`src/rtl/uart_rx_pkg.sv`:
```
// Shared UART receive definitions: FSM state encoding, baud divisor and vote helpers.
package uart_rx_pkg;

  typedef enum logic [2:0] {
    ST_IDLE  = 3'd0,
    ST_START = 3'd1,
    ST_DATA  = 3'd2,
    ST_STOP  = 3'd3,
    ST_BREAK = 3'd4
  } rx_state_e;

  // Sample-phase value loaded at the start edge. The edge is seen about two ticks'
  // worth of phase early relative to the vote window, so starting the phase at 2
  // puts the last vote sample on the nominal bit centre.
  localparam int SAMPLE_PHASE0 = 2;

  // Rounded clocks per oversample tick.
  function automatic int calc_div(input longint clk_hz, input longint baud, input longint os);
    longint den;
    den = baud * os;
    return int'((clk_hz + den / 2) / den);
  endfunction

  // Two-of-three majority.
  function automatic logic maj3(input logic a, input logic b, input logic c);
    return (a & b) | (a & c) | (b & c);
  endfunction

endpackage

```
`src/rtl/uart_rx_baud_tick.sv`:
```
// Oversample tick generator: free-running 0..DIV-1 counter, tick on DIV-1,
// synchronous restart to 0.
module uart_baud_tick #(
  parameter int DIV = 54
) (
  input  logic clk,
  input  logic rst,
  input  logic i_restart,
  output logic o_tick
);

  localparam int CW = (DIV > 1) ? $clog2(DIV) : 1;
  localparam logic [CW-1:0] LAST = CW'(DIV - 1);

  logic [CW-1:0] r_cnt;

  // Divider counter; a restart realigns the tick phase to the start edge.
  always_ff @(posedge clk or posedge rst) begin
    if (rst)                          r_cnt <= '0;
    else if (i_restart || r_cnt == LAST) r_cnt <= '0;
    else                              r_cnt <= r_cnt + 1'b1;
  end

  assign o_tick = (r_cnt == LAST) && !i_restart;

endmodule

```
`src/rtl/uart_rx.sv`:
```
// UART receiver: 1 start, DATA_WIDTH data bits LSB first, 1 stop. Majority-voted
// oversampling, start/stop validation and a one-entry valid/ready holding register.
module uart_rx
  import uart_rx_pkg::*;
#(
  parameter int SYSTEM_CLK_HZ = 100_000_000,
  parameter int BAUD_RATE     = 115_200,
  parameter int DATA_WIDTH    = 8,
  parameter int OVERSAMPLE    = 16
) (
  input  logic                  clk,
  input  logic                  rst,
  input  logic                  rxd,
  output logic [DATA_WIDTH-1:0] dout,
  output logic                  dout_valid,
  input  logic                  dout_ready,
  output logic                  frame_err,
  output logic                  overrun_err,
  output logic                  busy
);

  localparam int DIV = calc_div(SYSTEM_CLK_HZ, BAUD_RATE, OVERSAMPLE);
  localparam int SW  = $clog2(OVERSAMPLE);
  localparam int BW  = $clog2(DATA_WIDTH);

  localparam logic [SW-1:0] S_LAST = SW'(OVERSAMPLE - 1);
  localparam logic [SW-1:0] S_A    = SW'(OVERSAMPLE / 2 - 1);
  localparam logic [SW-1:0] S_B    = SW'(OVERSAMPLE / 2);
  localparam logic [SW-1:0] S_VOTE = SW'(OVERSAMPLE / 2 + 1);
  localparam logic [SW-1:0] S_INIT = SW'(SAMPLE_PHASE0);
  localparam logic [BW-1:0] B_LAST = BW'(DATA_WIDTH - 1);

  logic                  r_sync1, r_sync2;
  logic                  w_rxd_s;
  rx_state_e             r_state, w_next;
  logic                  w_restart, w_tick;
  logic [SW-1:0]         r_samp;
  logic                  r_smp_a, r_smp_b;
  logic                  w_vote, w_bit;
  logic [BW-1:0]         r_bit_idx;
  logic [DATA_WIDTH-1:0] r_shift;
  logic                  w_word_done, w_frame_bad;

  // Two-FF synchronizer for the asynchronous line, idling high.
  always_ff @(posedge clk or posedge rst) begin
    if (rst) begin
      r_sync1 <= 1'b1;
      r_sync2 <= 1'b1;
    end else begin
      r_sync1 <= rxd;
      r_sync2 <= r_sync1;
    end
  end

  assign w_rxd_s = r_sync2;

  uart_baud_tick #(.DIV(DIV)) u_tick (
    .clk       (clk),
    .rst       (rst),
    .i_restart (w_restart),
    .o_tick    (w_tick)
  );

  // Sample phase within the bit; realigned on every start edge.
  always_ff @(posedge clk or posedge rst) begin
    if (rst)            r_samp <= '0;
    else if (w_restart) r_samp <= S_INIT;
    else if (w_tick)    r_samp <= (r_samp == S_LAST) ? '0 : r_samp + 1'b1;
  end

  // Capture the first two of the three vote samples; the third is the live line.
  always_ff @(posedge clk or posedge rst) begin
    if (rst) begin
      r_smp_a <= 1'b1;
      r_smp_b <= 1'b1;
    end else if (w_tick) begin
      if (r_samp == S_A) r_smp_a <= w_rxd_s;
      if (r_samp == S_B) r_smp_b <= w_rxd_s;
    end
  end

  assign w_vote = w_tick && (r_samp == S_VOTE);
  assign w_bit  = maj3(r_smp_a, r_smp_b, w_rxd_s);

  // FSM state register.
  always_ff @(posedge clk or posedge rst) begin
    if (rst) r_state <= ST_IDLE;
    else     r_state <= w_next;
  end

  // Next-state logic; the start edge also restarts the tick divider.
  always_comb begin
    w_next    = r_state;
    w_restart = 1'b0;
    case (r_state)
      ST_IDLE: begin
        if (!w_rxd_s) begin
          w_next    = ST_START;
          w_restart = 1'b1;
        end
      end
      ST_START: if (w_vote) w_next = w_bit ? ST_IDLE : ST_DATA;
      ST_DATA:  if (w_vote && r_bit_idx == B_LAST) w_next = ST_STOP;
      ST_STOP:  if (w_vote) w_next = w_bit ? ST_IDLE : ST_BREAK;
      ST_BREAK: if (w_rxd_s) w_next = ST_IDLE;
      default:  w_next = ST_IDLE;
    endcase
  end

  // Data bits arrive LSB first, so shift right from the MSB end.
  always_ff @(posedge clk or posedge rst) begin
    if (rst) begin
      r_bit_idx <= '0;
      r_shift   <= '0;
    end else if (r_state == ST_START && w_vote) begin
      r_bit_idx <= '0;
    end else if (r_state == ST_DATA && w_vote) begin
      r_shift   <= {w_bit, r_shift[DATA_WIDTH-1:1]};
      r_bit_idx <= r_bit_idx + 1'b1;
    end
  end

  assign w_word_done = (r_state == ST_STOP) && w_vote &&  w_bit;
  assign w_frame_bad = (r_state == ST_STOP) && w_vote && !w_bit;

  // Holding register and error pulses; a completing word is dropped only when
  // the old one is still held and not being taken this cycle.
  always_ff @(posedge clk or posedge rst) begin
    if (rst) begin
      dout        <= '0;
      dout_valid  <= 1'b0;
      frame_err   <= 1'b0;
      overrun_err <= 1'b0;
    end else begin
      frame_err   <= w_frame_bad;
      overrun_err <= w_word_done && dout_valid && !dout_ready;
      if (w_word_done && (!dout_valid || dout_ready)) begin
        dout       <= r_shift;
        dout_valid <= 1'b1;
      end else if (dout_valid && dout_ready) begin
        dout_valid <= 1'b0;
      end
    end
  end

  assign busy = (r_state != ST_IDLE);

endmodule
```
`config.mk`:
```
export PLATFORM = sky130hd
export DESIGN_NAME = uart_rx
export DESIGN_NICKNAME = d
export VERILOG_FILES = /design/src/rtl/uart_rx_pkg.sv /design/src/rtl/uart_rx_baud_tick.sv /design/src/rtl/uart_rx.sv
export SDC_FILE = /design/constraint.sdc
export NUM_CORES = 1
export LEC_CHECK = 0
export ABC_CLOCK_PERIOD_IN_PS = 2200
export BUFFER_PORTS_ARGS = -buffer_cell sky130_fd_sc_hd__buf_2
export CAP_MARGIN = 20
export CORE_ASPECT_RATIO = 0.7
export CORE_MARGIN = 2
export CORE_UTILIZATION = 45
export DETAILED_ROUTE_END_ITERATION = 16
export PLACE_DENSITY = 0.65
export SYNTH_ARGS = -nofsm -noshare
export SYNTH_HDL_FRONTEND = slang
export SYNTH_HIERARCHICAL = 1
export SYNTH_SLANG_ARGS = --single-unit
```
`constraint.sdc`:
```
create_clock -name clk -period 2.2 [get_ports clk]
set_input_delay 0.22 -clock clk [delete_from_list [all_inputs] [get_ports clk]]
set_output_delay 0.22 -clock clk [all_outputs]
set_load 0.005 [all_outputs]
```
### Word level (Yosys, flattened, before mapping)

Cells that the tools add are included.
W data, S select, Z words.

| word-level totals | value |
|---|---|
| flip-flop bits (word level) | 39 |
| output and inout port bits | 12 |
| word-level logic and storage cells | 82 |

| cells by class | value |
|---|---|
| add/sub/neg operators | 3 |
| equal/unequal tests | 15 |
| multiplexer cells | 18 |
| bitwise logic cells | 6 |
| reductions and logical operators | 27 |

Operators by type and width:

| kind | number |
|---|---|
| $mux W3 | 8 |
| $pmux W3 S5 | 1 |
| $eq A4 B4 Y1 const B | 3 |
| $logic_and A1 B1 Y1 | 12 |
| $mux W4 | 3 |
| $ne A2 B2 Y1 const B | 5 |
| $add A6 B1 Y6 const B | 1 |
| $eq A3 B2 Y1 const B | 2 |
| $eq A3 B3 Y1 const B | 2 |
| $eq A6 B6 Y1 const B | 1 |
| $mux W6 | 1 |
| $reduce_and A2 Y1 | 3 |
| $reduce_bool A2 Y1 | 3 |
| $reduce_and A5 Y1 | 1 |
| $add A4 B1 Y4 const B | 1 |
| $eq A4 B3 Y1 const B | 1 |
| $logic_not A1 Y1 | 4 |
| $mux W1 | 4 |
| $add A3 B1 Y3 const B | 1 |
| $and A1 B1 Y1 | 3 |
| $eq A3 B1 Y1 const B | 1 |
| $logic_not A3 Y1 | 1 |
| $reduce_bool A3 Y1 | 1 |
| $logic_or A1 B1 Y1 | 2 |
| other kinds (3) | 4 |

### Logic depth before layout (Yosys ltp)

Gate-level depths: netlist (run 1).

| depth | value |
|---|---|
| word-level depth | 9 |
| gate-level depth with buffers | 9 |

### By module

The synthesis (run 1) kept the hierarchy.

Modules (own cells, without submodules):

| module | instances | cells each | area an instance (um2) |
|---|---|---|---|
| uart_rx | 1 | 117 | 1503.9 |
| uart_baud_tick | 1 | 28 | 295.3 |

### Worst setup path before layout (run 1)

No wires, ideal clock.

| path | value |
|---|---|
| path kind | register to register |
| from | register r_state[1] |
| to | register dout[0] |
| library setup time | 0.125 ns |
| data arrival time | 2.168 ns |
| path slack | -0.093 ns |
| stages on the path, launching flop included | 10 |
| buffers on the path | 3 |
| period minus slack after synthesis | 2.293 ns |
| cell sequence | dfrtp_1 clkbuf_1 or3_1 nor2_1 nor2_1 buf_4 and4b_1 buf_4 nand4_4 mux2_2 |

| between the ends | value |
|---|---|
| cells in the longest elaborated chain, start to end | 8 |
| elaborated cells between the ends (all ways) | 9 |

RTL lines:

| what | line | RTL |
|---|---|---|
| start: declaration | uart_rx.sv:35 | `rx_state_e r_state, w_next;` |
| start signal: assignment | uart_rx.sv:88 | `else r_state <= w_next;` |
| $logic_not A3 Y1 | uart_rx.sv:95 | `case (r_state)` |
| $mux W1 | uart_rx.sv:95 |  |
| via w_restart | uart_rx.sv:36 | `logic w_restart, w_tick;` |
| $logic_not A1 Y1 | uart_rx_baud_tick.sv:24 | `assign o_tick = (r_cnt == LAST) && !i_restart;` |
| $logic_and A1 B1 Y1 | uart_rx_baud_tick.sv:24 |  |
| via w_tick | uart_rx.sv:36 |  |
| $logic_and A1 B1 Y1 | uart_rx.sv:82 | `assign w_vote = w_tick && (r_samp == S_VOTE);` |
| $logic_and A1 B1 Y1 (2 in a row) | uart_rx.sv:123 | `assign w_word_done = (r_state == ST_STOP) && w_vote && w_bit;` |
| $logic_and A1 B1 Y1 | uart_rx.sv:137 | `if (w_word_done && (!dout_valid \|\| dout_ready)) begin` |
| end signal: assignment | uart_rx.sv:138 | `dout <= r_shift;` |
| end: declaration | uart_rx.sv:14 | `output logic [DATA_WIDTH-1:0] dout,` |

The timed path passes the listed nets, and every way through them passes these cells.
A chain may end at the register's enable or synchronous reset.

### Worst setup path in the final report (run 1)

| path | value |
|---|---|
| from | register r_state[0] |
| to | register dout[1] |

Same word-level chain as after synthesis.

==> results.yml, run 1 <==
outcome:
  status: "completed"
drt:
  drt_pre_antenna_iters: 4
  met2_length_mm: 1.42
  wl_met1_mm: 1.56
  via_per_inst: 5.34
  highest_layer: "met4"
  ant_nets: 0
  drc_errors: 0
  vias: 1190
  drt-initial-drc-count: 58
  dr_wl_met3_um: 92
  routedWlPerCell_um: 13.9
  wl_mm: 3.09
sta:
  slew_headroom: 0.724
  fin_skew_ns: 0.00614
  setup_ws_ns: 0.152
  slew_viol_final: 0
  setup_viol: 0
  max_freq_mhz: 488
  period_share: 0.931
  hold_viol: 0
  worst_slew_pin_slew_ns: 0.413
  period_minus_slack_ns: 2.05
  rsz0062_at_grt: "no"
  tns_ns: 0
finish:
  drive_above_1_share: 0.357
  antennaDiodeCount: 0
  areaGrowthSynthToFinish_pct: 15.9
  fin_nets: 181
setup_path:
  startpoint_type: "flip-flop"
  worst_setup_path_end_kind: "flip-flop"
  startpoint: "r_state[0]"
  r2r-end: "dout[1]"
  worstSetupPathType: "flip-flop to flip-flop"
  reg2reg_depth: 6
  endpoint: "dout[1]"
  ff2ff_setup_slack_ns: 0.15
  critical_path_required_ns: 2.37
  crit_fanout: 8
  cp.arrival_ns: 2.22
  worstReg2RegStart: "r_state[0]"
hold_path:
  min_path_type: "input port to flip-flop"
cts:
  cts_root_buf: "clkbuf_8"
  clkTransAtPathRegs_ns: 0.08
  cts_tree: "done"
  clock_latency_ns: 0.28
  cts_sinks: 39
  cts_htree_levels: 2
  clk_path_buf_depth: 2
  cts_buffers: 5
synth:
  synth_edf_count: 0
  ys_async_sr_fraction: 1.00
  netlist_area_mm2: 0.00180
  synthFlopType: "dfrtp_1"
  syn_avg_cell_area_um2: 12.4
  ys_ff_latch: 39
  synthCells: 145
  ys.warnings.count: 6
  synth.distinct_cells: 39
  syn_nets: 156
  seq_area_frac_synth: 0.545
floorplan:
  core-area_mm2: 0.00387
  die_w_um: 79.6
  ioPinCount: 16
  core.rowCount: 19
  start_util: 0.464
  dieArea_mm2: 0.00453
  die_y_um: 56.9
grt:
  antenna_found_initial: 0
  grt_pass1_vias: 1197
  overflow: 0
  grt_pass1_wl_mm: 5.57
  grt_max_degree: 34
  track_usage: 0.159
power_and_ir_drop:
  powerDensity_mw_per_mm2: 576
  ir_drop_v: 0.000466
  power.leakage_uw: 0.00107
placement:
  place_congestion: 0.802
  dpl_worst_slack_ns: 0.103
  portBuffers: 15
  dp_hpwl_mm: 2.20
job:
  drv_cap: 0
==> worst max-delay path, cell delays in order, from the launching register on <==
cell and delay [ns]:
dfrtp_1 0.39, or3_4 0.43, nor2_4 0.18, nor2_1 0.12, and4b_2 0.31, nand4_4 0.15, mux2_2 0.35
==> what timing repair did <==
action	4_1_cts	5_1_grt
resized for setup	0	1
buffers inserted	0	1
hold endpoints to repair	6	0
hold buffers	1	0
endpoints found under the setup margin	0	19
==> Yosys cell counts, types with 2 or more instances <==
cell / n / area [um2]
nand3_1: 5 / 25.0
nand2b_1: 3 / 18.8
ha_1: 7 / 87.6
buf_2: 2 / 10.0
or3_1: 2 / 12.5
nand2_1: 8 / 30.0
inv_1: 6 / 22.5
o21ai_0: 5 / 25.0
mux2_2: 18 / 203
dfrtp_1: 35 / 876
xor2_1: 3 / 26.3
a211o_1: 2 / 17.5
nor3b_1: 4 / 30.0
buf_4: 2 / 15.0
nor2_1: 11 / 41.3
a21oi_1: 5 / 25.0
and3b_1: 2 / 17.5
dfstp_2: 4 / 105
==> worst min path at each step <==
| stage | from | to | slack [ns] | depth (start not counted) |
|---|---|---|---|---|
| after floorplan | rst | u_tick/r_cnt[0] | 0.01 | 1 |
| after global placement | rst | u_tick/r_cnt[3] | 0.15 | 2 |
| after detailed placement | rst | u_tick/r_cnt[3] | 0.15 | 2 |
| after CTS | rxd | r_sync1 | 0.02 | 1 |
| after global routing | rxd | r_sync1 | 0.005 | 1 |
| final | rxd | r_sync1 | 0.03 | 1 |
==> sequential cells by signal, indices dropped and copies added, names as in the netlist <==
name / flops
u_tick/r_cnt: 6
r_sync1: 1
frame_err: 1
r_samp: 4
r_smp_b: 1
dout_valid: 1
r_state: 3
r_bit_idx: 3
r_shift: 8
r_smp_a: 1
r_sync2: 1
dout: 8
overrun_err: 1
==> routing by layer <==
layer	track usage	up-vias
met5	0	-
met4	0.0542	0
met3	0.0482	4
met2	0.228	15
met1	0.230	607
li1	-	564
==> logic make-up after synthesis <==
family | Yosys count | share of synthesized area
and+or+nand+nor | 47 | 0.171
DFF | 39 | 0.545
muxes | 19 | 0.118
AOI/OAI and AO/OA | 17 | 0.0626
buffers and inverters | 11 | 0.0285
adders and majority gates | 8 | 0.0549
xor gates and xnor gates | 4 | 0.0195
==> through the flow <==
stage | utilization | instances | total power [uW] | hold WS, ns | cell area [um2]
after floorplan | - | 145 | 747 | 0.0110 | 1810
after global placement | 0.508 | 213 | 757 | 0.147 | 1970
after detailed placement | 0.508 | 213 | 758 | 0.155 | 1970
after CTS | 0.532 | 222 | 1220 | 0.0182 | 2060
after global routing | 0.538 | 223 | 1260 | 0.00513 | 2080
final | 0.538 | 223 | 1200 | 0.0270 | 2080
==> area by class of cell <==
cell class / instances / area (um2)
fillers: 348 / 1790
flip-flops and latches: 39 / 981
multi-input cells: 95 / 781
repair buffers: 23 / 150
clock buffers: 6 / 72.6
well taps: 52 / 65.1
inverters: 6 / 22.5
clock inverters: 2 / 12.5
==> report_power, final <==
part,internal (uW),switching (uW)
Combinational,6.11,16.3
Sequential,720,1.45
Clock,221,236
==> layout by cell type, fill, tap and decap left out, types with 2 or more instances in the layout <==
cell,n
nor3b_1,4
nand2_1,8
buf_4,6
mux2_2,18
nand2b_1,3
xor2_1,3
clkbuf_8,5
nand3_1,5
buf_2,15
a21oi_1,5
dfrtp_1,35
inv_1,6
dfstp_2,4
nor2_1,10
o21ai_0,5
ha_1,7
and3b_1,2
a211o_1,2
Note: power is estimated with default switching activity, not from simulation.
==> inputs of run 2 (changes only) <==
--- a/config.mk
+++ b/config.mk
@@ -14,2 +14,4 @@
 export DETAILED_ROUTE_END_ITERATION = 16
+export GPL_TIMING_DRIVEN = 1
+export MAX_ROUTING_LAYER = met4
 export PLACE_DENSITY = 0.65
--- a/constraint.sdc
+++ b/constraint.sdc
@@ -3,2 +3,2 @@
 set_output_delay 0.22 -clock clk [all_outputs]
-set_load 0.005 [all_outputs]
+set_load 0.01 [all_outputs]
==> run 2 against run 1 <==
- clock skew is 0.00051 ns higher
- count of clock-buffer cells in the layout decreased by 1
- die area is the same
- wire length grew 0.97%
- utilization up 0.68 points
- largest power group unchanged
==> results.yml, run 2 (synthesized netlist as in run 1, its figures left out) <==
outcome:
  status: "completed"
sta:
  hold_viol: 0
  period_minus_slack_ns: 2.02
  worst_slew_pin_slew_ns: 0.416
  rsz0062_at_grt: "no"
  slew_headroom: 0.723
  slew_viol_final: 0
  tns_ns: 0
  max_freq_mhz: 494
  fin_skew_ns: 0.00665
  period_share: 0.919
  setup_viol: 0
cts:
  cts_htree_levels: 2
  cts_buffers: 5
  cts_tree: "done"
  clkTransAtPathRegs_ns: 0.08
  cts_root_buf: "clkbuf_8"
  clk_path_buf_depth: 2
  cts_sinks: 39
  clock_latency_ns: 0.29
finish:
  antennaDiodeCount: 0
  fillers: 327
  layout_common_cells: "dfrtp_1, mux2_2, buf_2, nor2_1"
  areaGrowthSynthToFinish_pct: 17.3
  reg_top3: "dout x8, r_shift x8, u_tick/r_cnt x6"
  fin_cells: 224
  fin_nets: 182
  final_common_cell: "dfrtp_1"
  drive_above_1_share: 0.366
grt:
  grt_max_degree: 34
  grt_pass1_wl_mm: 5.41
  track_usage: 0.162
  grt_pass1_vias: 1206
  antenna_found_initial: 0
  overflow: 0
job:
  drv_cap: 0
floorplan:
  core.rowCount: 19
  core-area_mm2: 0.00387
  start_util: 0.464
  die_y_um: 56.9
  die_w_um: 79.6
  ioPinCount: 16
  dieArea_mm2: 0.00453
setup_path:
  cp.arrival_ns: 2.20
  startpoint_type: "flip-flop"
  worstSetupPathType: "flip-flop to flip-flop"
  worst_setup_path_end_kind: "flip-flop"
  crit_fanout: 8
  critical_path_required_ns: 2.37
power_and_ir_drop:
  power.leakage_uw: 0.00109
  powerDensity_mw_per_mm2: 639
  ir_drop_v: 0.000420
placement:
  place_congestion: 0.809
  dp_hpwl_mm: 2.26
  portBuffers: 15
  placedCellCount: 213
drt:
  wl_mm: 3.12
  drc_errors: 0
  via_per_inst: 5.14
  drt-initial-drc-count: 20
  drt_pre_antenna_iters: 4
  ant_nets: 0
  routedWlPerCell_um: 13.9
  vias: 1152
hold_path:
  min_path_type: "input port to flip-flop"
-- run 2: changes by cell type in the layout (fill, tap and decap cells not counted), sizes merged --
cell / change
buf: +1
inv: +1
bufinv: +1
clkinvlp: -1
clkbuf: -1
-- run 2: report_power, final --
part	internal, uW	leakage (uW)	switching, uW
sequential	720	0.000511	1.54
clock	344	0.0000587	261
combinational	6.11	0.000522	16.3
-- run 2: repair_timing --
item                       in CTS  in global routing
resized for setup               0                  1
hold endpoints to repair        6                  0
hold buffers                    1                  0
setup endpoints to repair       0                 17
buffers inserted                0                  2
-- run 2: layout make-up --
cell class | instances | area [um2] | share of cell area
Clock buffer | 5 | 68.8 | 0.0326
Clock inverter | 3 | 47.5 | 0.0225
Inverter | 6 | 22.5 | 0.0107
Multi-Input combinational cell | 95 | 781 | 0.370
Sequential cell | 39 | 981 | 0.465
Tap cell | 52 | 65.1 | 0.0308
Timing Repair Buffer | 24 | 145 | 0.0688
-- run 2: metal layers --
layer / GRT usage / vias up / part of all wire
met2: 0.239 / 19 / 0.45
met3: 0.0450 / 9 / 0.029
met5: - / - / 0
met1: 0.216 / 561 / 0.50
li1: - / 563 / -
met4: 0.0591 / 0 / 0.019
-- run 2: path summary, 6_finish.rpt --
| path | start | endpoint | slack, ns | cells past startpoint |
|---|---|---|---|---|
| max | r_state[0] | dout[6] | 0.18 | 6 |
| max reg2reg | r_state[0] | dout[6] | 0.18 | 6 |
| min in group asynchronous | rst | u_tick/r_cnt[2] | 0.38 | 3 |
| min reg2reg | r_sync1 | r_sync2 | 0.36 | 0 |
| max in group asynchronous | rst | r_sync2 | 1.30 | 4 |
| min | rxd | r_sync1 | 0.03 | 1 |
-- run 2: through the flow --
step                      utilization  power, uW  worst slack, ns  instance area (um2)  hold WS (ns)
after floorplan                     -        747           0.0117                 1810        0.0110
after global placement          0.508        757            0.149                 1970         0.152
after detailed placement        0.508        758           0.0955                 1970         0.156
after CTS                       0.541       1370           0.0799                 2090        0.0126
after global routing            0.545       1400           0.0388                 2110        0.0127
final                           0.545       1350            0.177                 2110        0.0262
-- run 2: critical path, cell delays in order (launching register included) --
cell,delay (ns)
dfrtp_1,0.39
or3_4,0.42
nor2_4,0.16
nor2_1,0.12
and4b_2,0.31
nand4_4,0.15
mux2_2,0.35
